$ cat src/rtl/bcd_pkg.sv
// bcd_pkg: shared BCD widths, FSM state type and digit validity helper
package bcd_pkg;
    localparam int BCD_W = 4;
    localparam logic [BCD_W-1:0] BCD_MAX = 4'd9;
    typedef enum logic {S_IDLE, S_RUN} state_t;
    function automatic logic is_bcd(input logic [BCD_W-1:0] d);
        return d <= BCD_MAX;
    endfunction
endpackage

$ cat src/rtl/div5bcd_serial_if.sv
// div5bcd_serial_if: digit-in / quotient-out valid-ready bundle
//   in_*  : BCD digit stream (MSD first) from source to divider
//   out_* : quotient digit, last flag, remainder and error from divider to sink
//   slave : divider side, master : source/sink side
interface div5bcd_serial_if;
    import bcd_pkg::*;
    logic             in_valid;
    logic             in_ready;
    logic [BCD_W-1:0] in_digit;
    logic             in_last;
    logic             out_valid;
    logic             out_ready;
    logic [BCD_W-1:0] out_digit;
    logic             out_last;
    logic [2:0]       out_rem;
    logic             out_err;
    modport slave (
        input  in_valid, in_digit, in_last, out_ready,
        output in_ready, out_valid, out_digit, out_last, out_rem, out_err
    );
    modport master (
        output in_valid, in_digit, in_last, out_ready,
        input  in_ready, out_valid, out_digit, out_last, out_rem, out_err
    );
endinterface

$ cat src/rtl/bcd_div5_step.sv
// bcd_div5_step: one long-division step of a BCD number by 5
//   r      : incoming partial remainder (0..4)
//   d      : current digit
//   q      : quotient digit (0..9), 0 for a non-BCD digit
//   r_next : outgoing remainder; unchanged across a non-BCD digit
//   bad    : d is not a BCD digit
module bcd_div5_step
    import bcd_pkg::*;
(
    input  logic [2:0]       r,
    input  logic [BCD_W-1:0] d,
    output logic [BCD_W-1:0] q,
    output logic [2:0]       r_next,
    output logic             bad
);
    logic             hi;
    logic [BCD_W-1:0] lo;
    always_comb begin
        bad    = !is_bcd(d);
        hi     = d >= 4'd5;
        lo     = d - (hi ? 4'd5 : 4'd0);
        // (10r + d) / 5 = 2r + (d >= 5), which is just r shifted left with hi appended
        q      = bad ? 4'd0 : {r, hi};
        r_next = bad ? r : lo[2:0];
    end
endmodule

$ cat src/rtl/div5bcd_serial.sv
// div5bcd_serial: serial MSD-first BCD divide-by-5 with one-cycle latency
//   clk   : clock, rising edge
//   rst_b : synchronous reset, active-low
//   bus   : slave side of div5bcd_serial_if (digit in, quotient/remainder out)
//   NDIG  : maximum digits per number; the NDIG-th digit ends the number
module div5bcd_serial
    import bcd_pkg::*;
#(
    parameter int NDIG = 4
) (
    input  logic                clk,
    input  logic                rst_b,
    div5bcd_serial_if.slave     bus
);
    localparam int CW = (NDIG > 1) ? $clog2(NDIG) : 1;
    state_t           state_q, state_d;
    logic [2:0]       rem_q, rem_d;
    logic             err_q, err_d;
    logic [CW-1:0]    cnt_q, cnt_d;
    logic             out_valid_q, out_valid_d;
    logic [BCD_W-1:0] out_digit_q, out_digit_d;
    logic             out_last_q, out_last_d;
    logic [2:0]       out_rem_q, out_rem_d;
    logic             out_err_q, out_err_d;
    logic [BCD_W-1:0] q;
    logic [2:0]       r_next;
    logic             bad;
    logic             acc;
    logic             last;
    bcd_div5_step u_step (
        .r      (rem_q),
        .d      (bus.in_digit),
        .q      (q),
        .r_next (r_next),
        .bad    (bad)
    );
    assign bus.in_ready  = !out_valid_q || bus.out_ready;
    assign bus.out_valid = out_valid_q;
    assign bus.out_digit = out_digit_q;
    assign bus.out_last  = out_last_q;
    assign bus.out_rem   = out_rem_q;
    assign bus.out_err   = out_err_q;
    always_comb begin
        acc         = bus.in_valid && bus.in_ready;
        last        = bus.in_last || (cnt_q == CW'(NDIG - 1));
        state_d     = state_q;
        rem_d       = rem_q;
        err_d       = err_q;
        cnt_d       = cnt_q;
        out_valid_d = out_valid_q && !bus.out_ready;
        out_digit_d = out_digit_q;
        out_last_d  = out_last_q;
        out_rem_d   = out_rem_q;
        out_err_d   = out_err_q;
        if (acc) begin
            state_d     = last ? S_IDLE : S_RUN;
            rem_d       = last ? 3'd0 : r_next;
            err_d       = !last && (err_q || bad);
            cnt_d       = last ? '0 : cnt_q + 1'b1;
            out_valid_d = 1'b1;
            out_digit_d = q;
            out_last_d  = last;
            out_rem_d   = last ? r_next : 3'd0;
            out_err_d   = last && (err_q || bad);
        end
    end
    always_ff @(posedge clk) begin
        if (!rst_b) begin
            state_q     <= S_IDLE;
            rem_q       <= '0;
            err_q       <= 1'b0;
            cnt_q       <= '0;
            out_valid_q <= 1'b0;
            out_digit_q <= '0;
            out_last_q  <= 1'b0;
            out_rem_q   <= '0;
            out_err_q   <= 1'b0;
        end else begin
            state_q     <= state_d;
            rem_q       <= rem_d;
            err_q       <= err_d;
            cnt_q       <= cnt_d;
            out_valid_q <= out_valid_d;
            out_digit_q <= out_digit_d;
            out_last_q  <= out_last_d;
            out_rem_q   <= out_rem_d;
            out_err_q   <= out_err_d;
        end
    end
endmodule

$ cat src/flat_wrapper.sv
// flat-port wrapper written by rule: the top's interface ports become plain ports
module div5bcd_serial_flat import bcd_pkg::*;
#(
    parameter int NDIG = 4
)
  (clk, rst_b, bus_in_valid, bus_in_digit, bus_in_last, bus_out_ready, bus_in_ready, bus_out_valid, bus_out_digit, bus_out_last, bus_out_rem, bus_out_err);
  div5bcd_serial_if bus_i ();
  input  logic clk;
  input  logic rst_b;
  input wire logic [$bits(bus_i.in_valid)-1:0] bus_in_valid;
  input wire logic [$bits(bus_i.in_digit)-1:0] bus_in_digit;
  input wire logic [$bits(bus_i.in_last)-1:0] bus_in_last;
  input wire logic [$bits(bus_i.out_ready)-1:0] bus_out_ready;
  output wire logic [$bits(bus_i.in_ready)-1:0] bus_in_ready;
  output wire logic [$bits(bus_i.out_valid)-1:0] bus_out_valid;
  output wire logic [$bits(bus_i.out_digit)-1:0] bus_out_digit;
  output wire logic [$bits(bus_i.out_last)-1:0] bus_out_last;
  output wire logic [$bits(bus_i.out_rem)-1:0] bus_out_rem;
  output wire logic [$bits(bus_i.out_err)-1:0] bus_out_err;
  assign bus_i.in_valid = bus_in_valid;
  assign bus_i.in_digit = bus_in_digit;
  assign bus_i.in_last = bus_in_last;
  assign bus_i.out_ready = bus_out_ready;
  assign bus_in_ready = bus_i.in_ready;
  assign bus_out_valid = bus_i.out_valid;
  assign bus_out_digit = bus_i.out_digit;
  assign bus_out_last = bus_i.out_last;
  assign bus_out_rem = bus_i.out_rem;
  assign bus_out_err = bus_i.out_err;
  div5bcd_serial #(.NDIG(NDIG)) u_core (.clk(clk), .rst_b(rst_b), .bus(bus_i));
endmodule
$ cat config.mk
export PLATFORM = sky130hd
export DESIGN_NAME = div5bcd_serial_flat
export DESIGN_NICKNAME = d
export VERILOG_FILES = /design/src/rtl/bcd_pkg.sv /design/src/rtl/div5bcd_serial_if.sv /design/src/rtl/bcd_div5_step.sv /design/src/rtl/div5bcd_serial.sv /design/src/flat_wrapper.sv
export SDC_FILE = /design/constraint.sdc
export NUM_CORES = 1
export LEC_CHECK = 0
export BUFFER_PORTS_ARGS = -buffer_cell sky130_fd_sc_hd__buf_4
export CAP_MARGIN = 10
export CORE_UTILIZATION = 54
export DETAILED_ROUTE_END_ITERATION = 6
export HOLD_SLACK_MARGIN = 0.05
export PLACE_DENSITY = 0.81
export SYNTH_ARGS = -nofsm -noshare
export SYNTH_HDL_FRONTEND = slang
export SYNTH_HIERARCHICAL = 1
export SYNTH_SLANG_ARGS = --single-unit
$ cat constraint.sdc
create_clock -name clk -period 3.1 [get_ports clk]
set_input_delay 0.465 -clock clk [delete_from_list [all_inputs] [get_ports clk]]
set_output_delay 0.465 -clock clk [all_outputs]
set_load 0.02 [all_outputs]
==> impl_results.md, run 1 <==
- Run status: completed
- Hold buffers post-CTS: 0
- Ant. Diodes: 0
- Non-filler instance count after layout: 130
- DRT iter0 DRCs: 21
- Layout cell share with drive strength beyond 1: 0.226
- Place WS: 1.06 ns
- Asr flop ratio synth: 0
- Setup ws final: 1.29 ns
- Setup violations, final: 0
- Worst R2R Start: u_core/bus.out_valid
- Static leakage: 0.400 nW
- Setup TNS: 0 ns
- Post-detailed-route count of antenna-violating nets: 0
- Primary FF master, synth: dfxtp_1
- Initial antenna violation count: 0
- Synth unique cells: 28
- Total chip power: 402 uW
- CTS H-tree lvls: 1
- Die Footprint: 0.00168 sq mm
- WHS Path Cells: 2
- Logic pwr share: 0.191
- Met2 WL: 817 um
- Tcrit/Tclk final: 0.582
- Worst Reg-to-Reg Cells: 4
- Final Skew: 0.00190 ns
- Fin crit period: 1.81 ns
- Post-DP HPWL: 1220 um
- Clock transition at the registers of the reported paths: 0.09 ns
- Detailed Route WL: 1820 um
- RSZ-0062 raised after global routing: false
- Chip Height: 41.0 um
- Number of fill cells: 112
- Core area: 0.00137 sq mm
- Pwr dens: 422 mW/mm^2
- Max-cap violations: 0
- Hold Path Sink: u_core/bus.out_last
- Crit-path max FO: 16
- Hold Fails Final Rpt: 0
- Startpoint Class: register
- CTS root buffer: clkbuf_4
- Post-CTS Repair Setup Buffers: 0
- Slew margin rel.: 0.668
- PortBufs: 19
- DRC: 0
- Kind of critical path: register to output port
- GRT overflow: 0
- Clock Latency Late Sink: 0.28 ns
- Routability Congestion: 0.740
- Std cell rows: 13
- Vias in the first global route: 618
- Clk network pwr share: 0.266
- Syn. warnings: 6
- Placed cells: 127
- Reg2reg setup slack: 1.83 ns
- WHS: 0.431 ns
- P&R area growth vs syn: 15.8%
- Worst Max-Slew Pin Slew: 0.495 ns
- Initial Util: 0.603
- Nets@finish: 129
- Cell Int Power: 290 uW
- Net Switching: 112 uW
- Syn Inst Count: 98
- GRT Total Usage: 0.257
- Highest Clock Rate: 554 MHz
- RR Endpoint: u_core/err_q
- DR vias: 791
- Met1 WL: 859 um
- DR pass1 iterations: 4
- Maximum root-to-sink buffer count: 2
- CTS buffer count: 3
- Sw Share: 0.279
- First-pass GRT wire length: 2760 um
- Wire per inst: 14.0 um
- Max layer used: met4
- Ports: 20
- PostCTS Resize Cnt: 0
- Syn nets: 110
- DR WL met3: 106 um
- Routed vias/inst: 6.08
- Post-Synthesis Cell Area: 823 sq um
- Largest net degree at the start of global routing: 17
- Number of synthesized flops with an enable pin: 0
- Crit path DAT: 1.34 ns
- Critical path data required time: 2.63 ns
- Seq/Total Area, Yosys: 0.389
- Clock sinks: 16
- Final Max Tran Viols: 0
- Post-synthesis register bit count: 16
- Hold_sp: rst_b
- Register share of total power: 0.543
- Critical Path Sink Type: output port
- Peak supply drop: 0.000318 V
- Hold WC Path Type: input port to register
- Chip width: 41.0 um
- CTS tree: built
- Syn_area_per_cell: 8.40 sq um
[state kept, by name (all words and copies together) (netlist names)]
| register | cells |
|---|---|
| u_core/cnt_q | 2 |
| u_core/err_q | 1 |
| u_core/bus.out_err | 1 |
| u_core/bus.out_rem | 3 |
| u_core/bus.out_digit | 4 |
| u_core/rem_q | 3 |
| u_core/bus.out_valid | 1 |
| u_core/bus.out_last | 1 |
[metrics by stage]
| step | cell area, sq um | utilization |
|---|---|---|
| final | 953 | 0.698 |
| after global routing | 953 | 0.698 |
| after CTS | 953 | 0.698 |
| after detailed placement | 931 | 0.681 |
| after global placement | 931 | 0.681 |
| after floorplan | 823 | - |
[power groups by stage]
stage	clock network [mW]	logic, mW	registers [mW]
floorplan	0	0.0453	0.229
global placement	0	0.0738	0.223
detailed placement	0	0.0760	0.223
CTS	0.112	0.0761	0.219
global route	0.120	0.0835	0.220
finish	0.107	0.0770	0.218
[cell families after synthesis]
logic type                 after synthesis  synth area share
AOI/OAI and AO/OA                       38             0.255
adders and majority gates                3            0.0456
buffers and inverters                   11            0.0957
DFF                                     16             0.389
muxes                                    1            0.0137
and+or+nand+nor                         29             0.201
[worst max path at each step]
stage | start | end | slack [ns]
global route | u_core/bus.out_valid | bus_in_ready | 1.22
finish | u_core/bus.out_valid | bus_in_ready | 1.29
global placement | bus_in_digit[1] | u_core/rem_q[2] | 1.14
CTS | u_core/bus.out_valid | bus_in_ready | 1.30
floorplan | bus_in_digit[1] | u_core/rem_q[2] | 1.35
detailed placement | bus_in_digit[1] | u_core/rem_q[2] | 1.06
[final cells by class]
cell class | instances | area [sq um] | area share
flip-flops and latches | 16 | 320 | 0.336
repair buffers | 19 | 143 | 0.150
well taps | 15 | 18.8 | 0.0197
multi-input cells | 71 | 424 | 0.445
clock buffers | 3 | 22.5 | 0.0236
inverters | 6 | 25.0 | 0.0262
[cells in the final DEF, fill, tap and decap left out]
| cell type | n |
|---|---|
| mux2_2 | 1 |
| nand2b_1 | 3 |
| inv_4 | 1 |
| o2111ai_1 | 1 |
| and2_1 | 4 |
| nand2_1 | 2 |
| nor2b_4 | 1 |
| clkbuf_4 | 3 |
| dfxtp_1 | 16 |
| o211a_1 | 1 |
| o21ai_0 | 5 |
| inv_1 | 4 |
| a21oi_1 | 15 |
| a31oi_1 | 1 |
| a211oi_1 | 1 |
| o311ai_1 | 1 |
| o22ai_1 | 1 |
| nand4_1 | 7 |
| nor2b_1 | 1 |
| inv_2 | 1 |
| nand3_1 | 5 |
| or2_1 | 1 |
| o21ai_1 | 11 |
| a22oi_1 | 1 |
| ha_1 | 3 |
| buf_4 | 19 |
| nor2_1 | 5 |
[Yosys cell counts (2+ instances only)]
cell type | n | area, sq um
nand4_1 | 7 | 43.8
dfxtp_1 | 16 | 320
and2_1 | 4 | 25.0
buf_6 | 3 | 33.8
nand2_1 | 2 | 7.51
nor2_1 | 5 | 18.8
ha_1 | 3 | 37.5
nand3_1 | 5 | 25.0
nand2b_1 | 3 | 18.8
o21ai_1 | 11 | 55.1
inv_1 | 4 | 15.0
o21ai_0 | 5 | 25.0
a21oi_1 | 15 | 75.1
[routing by layer]
metal | up-vias | global-route usage
met5 | - | 0
met4 | 0 | 0.150
met3 | 5 | 0.0652
met2 | 31 | 0.379
met1 | 363 | 0.334
li1 | 392 | -
[critical path: stages (launching register included)]
cell,delay [ns]
dfxtp_1,0.34
nor2b_4,0.37
inv_4,0.15
buf_4,0.19
No activity file was read; power rests on OpenSTA's default activity.
==> inputs of run 2 (changes only) <==
- CORE_UTILIZATION: 54 -> 46
- PLACE_DENSITY: 0.81 -> 0.73
- clock period: 3.1 -> 1.5 ns (I/O delays scaled with it)
==> run 2 against run 1 <==
Register-to-register slack lost 1.6 ns. Final cell count rose by 12%. Sequential power increased by 110%. Combinational power rose by 130%.
==> impl_results.md, run 2 (synthesis results as in run 1) <==
- Run status: completed
- Max-cap violations: 0 (unchanged)
- Routability Congestion: 0.759 (+2.6%)
- Tcrit/Tclk final: 0.934
- Critical Path, Cell by Cell: buf_4 -> o21ai_2 -> nand2b_1 -> ha_2 -> ha_2 -> nor2b_2 -> a22oi_2 -> o311ai_2 -> nand4_1 -> a21oi_1
- Ports: 20 (unchanged)
- Vias in the first global route: 655 (+6.0%)
- Initial Util: 0.516 (-0.0861)
- Largest register FFs: 4 (unchanged)
- Cell mode on critical path: ha_2
- Chip Height: 44.3 um (+7.9%)
- Crit path DAT: 1.55 ns (+0.21 ns)
- Total chip power: 844 uW (+110%)
- Final Max Tran Viols: 0 (unchanged)
- Most frequent cells in the layout: buf_4 (25), dfxtp_1 (16), a21oi_1 (15)
- Core area: 0.00159 sq mm (+17%)
- GRT Total Usage: 0.196 (-0.0611)
- CP max stage delay: 0.17 ns (-0.20 ns)
- Hold buffers post-CTS: 0 (unchanged)
- Routed vias/inst: 5.34 (-12%)
- Post-DP HPWL: 1290 um (+5.9%)
- CTS buffer count: 3 (unchanged)
- Placed cells: 142 (+12%)
- Std cell rows: 14 (+1)
- Met1 Use GR: 0.281 (-0.0538)
- Highest Clock Rate: 714 MHz
- Kind of critical path: input port to register
- Slew margin rel.: 0.704 (+0.0364)
- Fin crit period: 1.40 ns
- Ant. Diodes: 0 (unchanged)
- CTS tree: built
- Nets@finish: 135 (+4.7%)
- Clock sinks: 16 (unchanged)
- Reg2reg setup slack: 0.26 ns (-1.57 ns)
- Chip width: 44.3 um (+7.9%)
- Startpoint Class: input port
- Pwr dens: 817 mW/mm^2 (+94%)
- CP Depth: 10 (+7)
- Setup violations, final: 0 (unchanged)
- Initial antenna violation count: 0 (unchanged)
- Maximum root-to-sink buffer count: 2 (unchanged)
- CTS root buffer: clkbuf_4
- DR pass1 iterations: 4 (unchanged)
- Crit-path max FO: 2 (-14)
- Clock Latency Late Sink: 0.27 ns (about the same)
- M2 GR Usage: 0.303 (-0.0760)
- Wire per inst: 12.8 um (-8.6%)
- Critical Path Sink Type: register
- Critical path data required time: 1.65 ns (-0.98 ns)
- WHS: 0.200 ns (-0.231 ns)
- DR vias: 775 (-2.0%)
- DRC: 0 (unchanged)
- Number of fill cells: 151 (+35%)
- Largest net degree at the start of global routing: 17 (unchanged)
- Commonest non-fill, non-tap cell in the layout: buf_4
- Worst Reg-to-Reg Cells: 4 (unchanged)
- Post-detailed-route count of antenna-violating nets: 0 (unchanged)
- Final Skew: 0.000833 ns (-0.00107 ns)
- Non-filler instance count after layout: 145 (+12%)
- Worst Max-Slew Pin Slew: 0.443 ns (-0.0517 ns)
- Hold Fails Final Rpt: 0 (unchanged)
- DRT iter0 DRCs: 18 (-14%)
- WHS Path Cells: 2 (unchanged)
- Worst Path Buf+Inv: 1 (-1)
- Die Footprint: 0.00196 sq mm (+17%)
- Layout cell share with drive strength beyond 1: 0.314 (+0.0880)
- Hold WC Path Type: input port to register
- GR Layer Usage met3: 0.0245 (-0.0407)
- Clock transition at the registers of the reported paths: 0.09 ns (about the same)
- Detailed Route WL: 1860 um (+1.9%)
- Worst path slowest cell: ha_2
- CP delay by family, top: compound AO/OA/AOI/OAI gates
- CTS H-tree lvls: 1 (unchanged)
- P&R area growth vs syn: 25.5%
- Top Usage Layer GRT: met2
- First-pass GRT wire length: 2910 um (+5.5%)
- Static leakage: 0.431 nW (+7.5%)
- GRT overflow: 0 (unchanged)
- PortBufs: 19 (unchanged)
- Peak supply drop: 0.000614 V (+93%)
==> run 2: cell count changes in the layout (fill, tap and decap cells not counted), moves of 2 or more <==
cell / previous run / this run
o21ai_0: 5 / 3
ha_2: 0 / 2
buf_4: 19 / 25
ha_1: 3 / 1
==> run 2: per-layer routing <==
| layer | part of all wire | vias to the layer above |
|---|---|---|
| li1 | - | 403 |
| met1 | 0.49 | 356 |
| met2 | 0.47 | 14 |
| met3 | 0.033 | 2 |
| met4 | 0.0054 | 0 |
| met5 | 0 | - |
==> run 2: final timing paths <==
check,from,end
worst max register to register,u_core/cnt_q[0],u_core/bus.out_last
worst min register to register,u_core/bus.out_rem[1],u_core/bus.out_rem[1]
worst min-delay path,rst_b,u_core/bus.out_last
worst max-delay path,bus_in_digit[0],u_core/bus.out_rem[2]
==> run 2: what timing repair did <==
item                                   4_1_cts  5_1_grt
setup buffers                                0        0
endpoints found under the hold margin        0        0
setup endpoints to repair                    0        2
gates resized for setup                      0        7
==> run 2: report_power, final <==
group / switching [mW] / internal, mW / leakage (nW) / total [mW]
combinational: 0.100 / 0.0774 / 0.286 / 0.178
clock: 0.122 / 0.0928 / 0.0138 / 0.215
sequential: 0.00903 / 0.442 / 0.130 / 0.451
==> run 2: final cells by class <==
cell class                      instances  area, sq um  area share
Clock buffer                            3         22.5      0.0218
Inverter                                6         25.0      0.0242
Multi-Input combinational cell         71          448       0.433
Sequential cell                        16          320       0.310
Tap cell                               24         30.0      0.0291
Timing Repair Buffer                   25          188       0.182
==> run 2: metrics by stage <==
step	cell area, sq um	utilization	setup WS [ns]	setup TNS, ns
finish	1030	0.648	0.0985	0
CTS	1010	0.633	0.0813	0
global route	1030	0.648	-0.0111	-0.0111
detailed placement	987	0.619	-0.204	-0.408
floorplan	823	-	0.0429	0
global placement	987	0.619	-0.176	-0.335
==> run 2: worst reg2reg max path: stages, from the launching register on <==
cell,delay (ns)
dfxtp_1,0.33
ha_1,0.20
nor2_1,0.31
nand3_1,0.16
o211a_1,0.15
==> inputs of run 3 (changes only) <==
- CAP_MARGIN: 10 -> not set
- PLACE_DENSITY: 0.73 -> 0.83
- SLEW_MARGIN: not set -> 20
==> run 3 against run 2 <==
First-iteration DRC count rose by 72%. Largest cell class unchanged. Sequential power barely moved. Clock power rose by 36%. Maximum frequency fell by 1.1%. Clock-buffer cell count rose by 1. Sequential share of layout area fell by 0.77 points.
==> impl_results.md, run 3 (synthesis results as in run 1) <==
- Run status: completed
- Commonest non-fill, non-tap cell in the layout: buf_4
- Most frequent cells in the layout: buf_4 (27), dfxtp_1 (16), a21oi_1 (15)
- CP max stage delay: 0.18 ns (about the same)
- Highest Clock Rate: 706 MHz (-1.1%)
- Total chip power: 927 uW (+9.8%)
- Worst Path Buf+Inv: 1 (unchanged)
- Worst R2R Start: u_core/cnt_q[0]
- GRT Total Usage: 0.215 (+0.0189)
- PortBufs: 19 (unchanged)
- DR vias: 843 (+8.8%)
- Detailed Route WL: 1970 um (+6.0%)
- Worst path slowest cell: ha_1
- Kind of critical path: input port to register
- Critical path data required time: 1.67 ns (+0.02 ns)
- Clock sinks: 16 (unchanged)
- Largest register FFs: 4 (unchanged)
- Maximum root-to-sink buffer count: 2 (unchanged)
- Chip width: 44.3 um (unchanged)
- Die Footprint: 0.00196 sq mm (unchanged)
- Placed cells: 142 (unchanged)
- Tcrit/Tclk final: 0.945 (+0.0103)
- Post-DP HPWL: 1320 um (+2.0%)
- Critical Path Sink Type: register
- Static leakage: 0.450 nW (+4.4%)
- Setup ws final: 0.0831 ns (-0.0154 ns)
- Max-cap violations: 0 (unchanged)
- Layout cell share with drive strength beyond 1: 0.323 (+0.00853)
- WHS: 0.181 ns (-0.0192 ns)
- Pwr dens: 874 mW/mm^2 (+7.1%)
- Final Max Tran Viols: 0 (unchanged)
- GRT overflow: 0 (unchanged)
- Reg2reg setup slack: 0.19 ns (-0.07 ns)
- Largest net degree at the start of global routing: 17 (unchanged)
- Net Switching: 256 uW (+11%)
- CP delay by family, top: compound AO/OA/AOI/OAI gates
- Worst Max-Slew Pin Slew: 0.435 ns (-0.00813 ns)
- CTS H-tree lvls: 1 (unchanged)
- DR pass1 iterations: 4 (unchanged)
- Critical Path Source: bus_in_digit[1]
- Hold Fails Final Rpt: 0 (unchanged)
- Slew margin rel.: 0.710 (+0.00543)
- RR Endpoint: u_core/cnt_q[0]
- Clk network pwr share: 0.315 (+0.060)
- Hold WC Path Type: input port to register
- Final Skew: 0.00289 ns (+0.00206 ns)
- Worst Reg-to-Reg Cells: 4 (unchanged)
- First-pass GRT wire length: 3120 um (+7.1%)
- Crit-path max FO: 2 (unchanged)
- Non-filler instance count after layout: 148 (+2.1%)
- Setup TNS: 0 ns (unchanged)
- Logic pwr share: 0.197 (-0.014)
- Peak supply drop: 0.000525 V (-14%)
- Register share of total power: 0.489 (-0.046)
- Cell Int Power: 670 uW (+9.4%)
- Fin crit period: 1.42 ns (+0.0154 ns)
- Sw Share: 0.277 (+0.00236)
- Fin area: 0.00106 sq mm (+2.5%)
- Post-detailed-route count of antenna-violating nets: 0 (unchanged)
- Area of the multi-input gates: 445 sq um (-0.56%)
- CTS buffer count: 3 (unchanged)
- DRC: 0 (unchanged)
- Chip Height: 44.3 um (unchanged)
- DRT iter0 DRCs: 31 (+13)
- Number of fill cells: 143 (-5.3%)
- Dpl cell area: 987 sq um (unchanged)
- Startpoint Class: input port
- Clock transition at the registers of the reported paths: 0.10 ns (about the same)
- Routed vias/inst: 5.70 (+6.6%)
- Wire per inst: 13.3 um (+3.9%)
- CTS root buffer: clkbuf_4
- Ant. Diodes: 0 (unchanged)
- Critical path capture point: u_core/bus.out_rem[2]
- P&R area growth vs syn: 28.7%
- Final core occ: 0.665 (+0.0165)
- Clock Latency Late Sink: 0.29 ns (+0.02 ns)
- Ports: 20 (unchanged)
- Core area: 0.00159 sq mm (unchanged)
- Crit path DAT: 1.59 ns (+0.04 ns)
- Std cell rows: 14 (unchanged)
- Critical Path, Cell by Cell: buf_4 -> o21ai_2 -> nand2b_1 -> ha_1 -> ha_2 -> nor2b_2 -> o21ai_1 -> o311ai_2 -> nand4_1 -> a21oi_1
- Routability Congestion: 0.772 (+1.7%)
- CP Depth: 10 (unchanged)
- Hold buffers post-CTS: 0 (unchanged)
- Initial antenna violation count: 0 (unchanged)
- Vias in the first global route: 729 (+11%)
- Initial Util: 0.516 (unchanged)
- Nets@finish: 137 (+1.5%)
- Seq. cell area: 320 sq um (unchanged)
- Setup violations, final: 0 (unchanged)
- Place WS: -0.209 ns (-0.00426 ns)
- CTS tree: built
-- run 3: changes by cell type in the layout (fill, tap and decap cells not counted), sizes merged --
cell,previous run,this run
clkbuf,3,4
buf,25,27
-- run 3: routing by layer --
| layer | GRT usage | wire length, um | part of all wire |
|---|---|---|---|
| met5 | 0 | 0 | 0 |
| met4 | 0.121 | 38 | 0.019 |
| met3 | 0.0245 | 82 | 0.042 |
| met2 | 0.347 | 1000 | 0.51 |
| met1 | 0.279 | 844 | 0.43 |
-- run 3: repair_timing --
item / CTS / global route
setup buffers: 0 / 2
setup endpoints to repair: 0 / 3
resized for setup: 0 / 6
-- run 3: power by group through the flow --
stage / logic, mW / registers (mW) / clock network (mW)
floorplan: 0.0939 / 0.473 / 0
global placement: 0.164 / 0.461 / 0
detailed placement: 0.169 / 0.462 / 0
CTS: 0.170 / 0.453 / 0.293
global route: 0.199 / 0.455 / 0.317
finish: 0.182 / 0.453 / 0.292
-- run 3: final cells by class --
cell class | count | area share
Clock buffer | 4 | 0.0342
Inverter | 6 | 0.0236
Multi-Input combinational cell | 71 | 0.420
Sequential cell | 16 | 0.302
Tap cell | 24 | 0.0283
Timing Repair Buffer | 27 | 0.191
-- run 3: worst min-delay path by stage --
| stage | start | depth (start not counted) | endpoint | slack, ns |
|---|---|---|---|---|
| final | rst_b | 2 | u_core/bus.out_last | 0.18 |
| after floorplan | rst_b | 1 | u_core/bus.out_last | 0.36 |
| after CTS | rst_b | 2 | u_core/bus.out_last | 0.18 |
| after detailed placement | u_core/bus.out_err | 2 | u_core/bus.out_err | 0.47 |
| after global placement | u_core/bus.out_digit[3] | 2 | u_core/bus.out_digit[3] | 0.47 |
| after global routing | rst_b | 2 | u_core/bus.out_last | 0.19 |
